==> src/rtl/i2c_poll_sequencer.sv <==
`timescale 1ns/1ps
// Polls one register of a fixed I2C slave by sequencing the master's controls.
// Captured bytes are strobed out; a missing ack raises a sticky error flag.
module i2c_poll_sequencer #(
    parameter logic [6:0] SLAVE_ADDR    = 7'b1110000,
    parameter logic [7:0] REG_ADDR      = 8'b10110010,
    parameter int         POLL_PERIOD   = 1024,
    parameter int         EN_SETUP      = 50,
    parameter int         ACKS_EXPECTED = 2,
    parameter int         ACK_TIMEOUT   = 512,
    parameter int         DATA_WAIT     = 200,
    parameter int         STOP_HOLD     = 100
) (
    input  logic       clk,
    input  logic       reset,
    input  logic       auto_en,
    input  logic       trigger,
    output logic [6:0] address,
    output logic [7:0] register,
    output logic       mode,
    output logic       en,
    output logic       Start,
    output logic       Stop,
    output logic       repeat_start,
    input  logic       ack,
    input  logic [7:0] out,
    output logic [7:0] data,
    output logic       data_valid,
    output logic       error,
    output logic       busy
);

    localparam int M0 = (POLL_PERIOD > EN_SETUP) ? POLL_PERIOD : EN_SETUP;
    localparam int M1 = (M0 > ACKS_EXPECTED) ? M0 : ACKS_EXPECTED;
    localparam int M2 = (M1 > ACK_TIMEOUT) ? M1 : ACK_TIMEOUT;
    localparam int M3 = (M2 > DATA_WAIT) ? M2 : DATA_WAIT;
    localparam int MX = (M3 > STOP_HOLD) ? M3 : STOP_HOLD;
    localparam int CW = $clog2(MX + 1);

    localparam logic [CW-1:0] L_SETUP = CW'(EN_SETUP - 1);
    localparam logic [CW-1:0] L_ACKS  = CW'(ACKS_EXPECTED - 1);
    localparam logic [CW-1:0] L_TMO   = CW'(ACK_TIMEOUT - 1);
    localparam logic [CW-1:0] L_DATA  = CW'(DATA_WAIT - 1);
    localparam logic [CW-1:0] L_STOP  = CW'(STOP_HOLD - 1);
    localparam logic [CW-1:0] L_POLL  = CW'(POLL_PERIOD - 1);
    localparam logic [CW-1:0] ONE     = CW'(1);

    typedef enum logic [2:0] {
        S_IDLE,
        S_SETUP,
        S_START,
        S_WAIT,
        S_STOP,
        S_GAP
    } state_t;

    state_t        r_state, w_state;
    logic [CW-1:0] r_cnt, w_cnt;
    logic [CW-1:0] r_timer, w_timer;
    logic [CW-1:0] r_ack_cnt, w_ack_cnt;
    logic          r_ack_q;
    logic [7:0]    r_data, w_data;
    logic          r_dv, w_dv;
    logic          r_err, w_err;
    logic          w_ack_rise;

    assign w_ack_rise = ack & ~r_ack_q;

    always_ff @(posedge clk or negedge reset) begin
        if (!reset) begin
            r_state   <= S_IDLE;
            r_cnt     <= '0;
            r_timer   <= '0;
            r_ack_cnt <= '0;
            r_ack_q   <= 1'b0;
            r_data    <= 8'h00;
            r_dv      <= 1'b0;
            r_err     <= 1'b0;
        end else begin
            r_state   <= w_state;
            r_cnt     <= w_cnt;
            r_timer   <= w_timer;
            r_ack_cnt <= w_ack_cnt;
            r_ack_q   <= ack;
            r_data    <= w_data;
            r_dv      <= w_dv;
            r_err     <= w_err;
        end
    end

    always_comb begin
        w_state   = r_state;
        w_cnt     = r_cnt;
        w_timer   = r_timer;
        w_ack_cnt = r_ack_cnt;
        w_data    = r_data;
        w_dv      = 1'b0;
        w_err     = r_err;
        unique case (r_state)
            S_IDLE: begin
                if (auto_en || trigger) begin
                    w_state = S_SETUP;
                    w_cnt   = '0;
                end
            end
            S_SETUP: begin
                if (r_cnt == L_SETUP) begin
                    w_state   = S_START;
                    w_cnt     = '0;
                    w_err     = 1'b0;
                    w_ack_cnt = '0;
                    w_timer   = '0;
                end else begin
                    w_cnt = r_cnt + ONE;
                end
            end
            S_START: begin
                if (w_ack_rise) begin
                    w_ack_cnt = r_ack_cnt + ONE;
                    w_timer   = '0;
                    if (r_ack_cnt == L_ACKS) begin
                        w_state = S_WAIT;
                        w_cnt   = '0;
                    end
                end else if (r_timer == L_TMO) begin
                    w_state = S_STOP;
                    w_cnt   = '0;
                    w_err   = 1'b1;
                end else begin
                    w_timer = r_timer + ONE;
                end
            end
            S_WAIT: begin
                if (r_cnt == L_DATA) begin
                    w_state = S_STOP;
                    w_cnt   = '0;
                    w_data  = out;
                    w_dv    = 1'b1;
                end else begin
                    w_cnt = r_cnt + ONE;
                end
            end
            S_STOP: begin
                if (r_cnt == L_STOP) begin
                    w_state = S_GAP;
                    w_cnt   = '0;
                end else begin
                    w_cnt = r_cnt + ONE;
                end
            end
            S_GAP: begin
                if (r_cnt == L_POLL) begin
                    w_cnt = '0;
                    // Back-to-back polls keep en up, so SETUP is skipped.
                    if (auto_en) begin
                        w_state   = S_START;
                        w_err     = 1'b0;
                        w_ack_cnt = '0;
                        w_timer   = '0;
                    end else begin
                        w_state = S_IDLE;
                    end
                end else begin
                    w_cnt = r_cnt + ONE;
                end
            end
            default: begin
                w_state = S_IDLE;
                w_cnt   = '0;
            end
        endcase
    end

    assign address      = SLAVE_ADDR;
    assign register     = REG_ADDR;
    assign mode         = 1'b0;
    assign repeat_start = 1'b0;
    assign en           = (r_state != S_IDLE);
    assign Start        = (r_state == S_START) || (r_state == S_WAIT);
    assign Stop         = (r_state == S_STOP);
    assign busy         = (r_state != S_IDLE) && (r_state != S_GAP);
    assign data         = r_data;
    assign data_valid   = r_dv;
    assign error        = r_err;

endmodule

==> config.mk <==
export PLATFORM = sky130hd
export DESIGN_NAME = i2c_poll_sequencer
export DESIGN_NICKNAME = d
export VERILOG_FILES = /design/src/rtl/i2c_poll_sequencer.sv
export SDC_FILE = /design/constraint.sdc
export NUM_CORES = 1
export LEC_CHECK = 0
export CAP_MARGIN = 10
export CORE_UTILIZATION = 58
export DETAILED_ROUTE_END_ITERATION = 8
export GPL_TIMING_DRIVEN = 1
export PLACE_DENSITY = 0.81
export SYNTH_ARGS = -nofsm -noshare
export SYNTH_HDL_FRONTEND = slang
export SYNTH_SLANG_ARGS = --single-unit
==> constraint.sdc <==
create_clock -name clk -period 3.55 [get_ports clk]
set_clock_uncertainty 0.05 [all_clocks]
set_input_delay 0.71 -clock clk [delete_from_list [all_inputs] [get_ports clk]]
set_output_delay 0.71 -clock clk [all_outputs]
set_load 0.03 [all_outputs]
==> impl_metrics.env <==
export IMPL_path_clk_slew_ns=0.09
export IMPL_ioPinCount=44
export IMPL_fmax_mhz=373
export IMPL_antenna_cells=0
export IMPL_grt_use_total_pct=22.8
export IMPL_gp_congestion=0.878
export IMPL_seqPwrFrac_pct=39.8
export IMPL_status="finished, violations left"
export IMPL_worstPathCellList="or4_4, o41ai_2, o211ai_2, nor3_2, mux2_1"
export IMPL_n_fill_cell=371
export IMPL_endpoint="r_state[0]"
export IMPL_startpoint_type="flip-flop"
export IMPL_synth_seq_area_share_pct=42.5
export IMPL_max_cap_violations=0
export IMPL_die_height_um=71.1
export IMPL_syn_avg_cell_area_um2=9.51
export IMPL_final_cell_mix="dfrtp_1 (47), nand2_1 (25), clkdlybuf4s50_1 (25)"
export IMPL_cts_sinks=47
export IMPL_worstSetupEndpointType="flip-flop"
export IMPL_numCtsBuffers=5
export IMPL_ys_flop_type="dfrtp_1"
export IMPL_final_nets=327
export IMPL_die_area_um2=5050
export IMPL_final_period_utilization_pct=75.5
export IMPL_grt_overflow=0
export IMPL_drv_slew=0
export IMPL_min_period_ns=2.68
export IMPL_crit_fanout=21
export IMPL_worstMarginPinSlew_ns=1.01
export IMPL_route_detailed_drc=6
export IMPL_p_per_area_nw_per_um2=610
export IMPL_switching_share_pct=41.4
export IMPL_port_buffers=26
export IMPL_irDropWorstVdd_mv=0.412
export IMPL_cp_data_arrival_time_ns=2.82
export IMPL_num_vias=2234
export IMPL_rows=24
export IMPL_ys_types=56
export IMPL_clkPwrFrac_pct=19.2
export IMPL_grt_pass1_vias=2075
export IMPL_grt_max_degree=48
export IMPL_synth_seq_cells=47
export IMPL_post_drt_wl_per_cell_um=15.1
export IMPL_net_switching_power_w=0.000771
export IMPL_leakagePower_nw=1.33
export IMPL_drt_first_pass_iters=8
export IMPL_worstRegToRegCells=5
export IMPL_syn_inst=291
export IMPL_internal_power_w=0.00109
export IMPL_clockBufferDepth=2
export IMPL_netlist_area_um2=2770
export IMPL_syn_to_final_growth_pct=10.4
export IMPL_path_class="reg2reg"
export IMPL_cp_num_cells=5
export IMPL_rsz0062_at_grt="false"
export IMPL_regToRegEndpoint="r_state[0]"
export IMPL_clock_latency_ns=0.30
export IMPL_required_ns=3.69
export IMPL_coreArea_um2=4470
export IMPL_detail_route_wirelength_um=5450
export IMPL_finalSetupTns_ns=0
export IMPL_setup_viol=0
export IMPL_routed_via_density=6.17
export IMPL_finalHoldViolCount=0
export IMPL_layout_commonest_cell="dfrtp_1"
export IMPL_crit_buf_inv=0
export IMPL_crit_start="r_cnt[9]"
export IMPL_die_w_um=71.1
export IMPL_p_comb_share_pct=41.0
export IMPL_total_power_w=0.00186
export IMPL_hpwl_um=3860
export IMPL_hold_buffers=0
export IMPL_critPathTopFamily="simple AND/OR/NAND/NOR gates"
export IMPL_synth_warnings=0
export IMPL_grt_pass1_wl_um=9120
export IMPL_root_buffer="clkbuf_8"
export IMPL_postRouteAntennaNets=0
export IMPL_start_util_pct=61.8
export IMPL_drive_above_1_share_pct=9.03
export IMPL_drtIter0Drc=169
export IMPL_slew_headroom_pct=32.5
export IMPL_synth_edff_count=0
export IMPL_antenna_found_initial=0
export IMPL_cts_tree="yes"
export IMPL_crit_path_max_incr_delay_ns=0.60
export IMPL_cts_setup_buffers=0
export IMPL_cts_resized=0
export IMPL_r2r_start="r_cnt[9]"
export IMPL_min_path_type="reg2reg"
export IMPL_violations="design-rule violations"
export IMPL_crit_path_top_delay_cell="or4_4"
export IMPL_htreeDepth=2
export IMPL_synth_async_reset_ratio_pct=100
export IMPL_rrSetupSlack_ns=0.87
power groups by stage:
| stage | clock network [W] | logic [W] | registers [W] |
|---|---|---|---|
| 3_5_place_dp | 0 | 0.000761 | 0.000746 |
| 5_1_grt | 0.000384 | 0.000847 | 0.000757 |
| 6_report | 0.000358 | 0.000762 | 0.000741 |
| 3_3_place_gp | 0 | 0.000744 | 0.000740 |
| 4_1_cts | 0.000368 | 0.000763 | 0.000736 |
| 2_1_floorplan | 0 | 0.000672 | 0.000684 |
cell usage after synthesis, drive strengths merged, types with 4 or more instances:
cell	number	area share [%]
a21oi	16	2.9
a31oi	10	2.3
and3	9	2.0
buf	24	6.3
clkbuf	7	0.95
dfrtp	47	43
ha	5	2.3
inv	5	0.68
mux2	11	4.5
nand2	25	3.4
nand2b	7	1.6
nand3	12	2.2
nand4	7	1.8
nor2	13	1.8
nor3	8	1.6
nor4	6	1.6
o211ai	4	1.3
o21ai	12	2.2
o31ai	7	1.9
or3	5	1.1
or4	6	1.8
logic make-up (layout without fill, tap and decap cells):
group / count (synthesis) / count (layout) / synth area share [%]
muxes: 11 / 11 / 4.48
other: 2 / 17 / 0.271
AOI/OAI and AO/OA: 67 / 67 / 16.5
adders and majority gates: 5 / 5 / 2.26
xor gates and xnor gates: 1 / 1 / 0.317
buffers and inverters: 37 / 41 / 8.10
and+or+nand+nor: 121 / 121 / 25.6
DFF: 47 / 47 / 42.5
routing by layer:
layer | track usage (%) | routed length [µm] | vias up
met5 | 0 | 0 | -
met4 | 8.00 | 55 | 0
met3 | 4.56 | 258 | 8
met2 | 37.4 | 2510 | 67
met1 | 30.2 | 2630 | 1073
li1 | - | - | 1086
cell type report:
cell class,count,area [µm²],share of cell area [%]
multi-input combinational,222,1420,46.6
sequential,47,1180,38.5
timing repair buffer,27,263,8.61
clock buffer,7,96.3,3.16
tap,52,65.1,2.13
inverter,6,22.5,0.738
clock inverter,1,7.51,0.246
how the worst min path moves through the flow:
stage / cells after the start / startpoint / endpoint
detailed placement: 1 / error / error
finish: 1 / error / error
global route: 1 / error / error
CTS: 1 / error / error
floorplan: 0 / reset / data[0]
global placement: 1 / error / error
stage by stage:
step | instance area, µm² | setup slack [ns] | hold WS (ns) | cells | utilization (%)
5_1_grt | 3050 | 0.692 | 0.457 | 362 | 68.2
3_3_place_gp | 2950 | 0.702 | 0.409 | 354 | 65.9
4_1_cts | 3050 | 0.879 | 0.435 | 362 | 68.2
2_1_floorplan | 2820 | 1.14 | 0.364 | 306 | -
6_report | 3050 | 0.868 | 0.431 | 362 | 68.2
3_5_place_dp | 2950 | 0.658 | 0.414 | 354 | 65.9
flip-flops by register name, summed over array words and instances (netlist names):
register,count
r_ack_cnt,11
error,1
data,8
r_timer,11
r_cnt,11
r_ack_q,1
r_state,3
data_valid,1
worst register-to-register path: stages (launching register included):
cell      delay, ns
dfrtp_1        0.45
or4_4          0.60
o41ai_2        0.43
o211ai_2       0.41
nor3_2         0.28
mux2_1         0.35
Power figures use the tool's default switching activity.
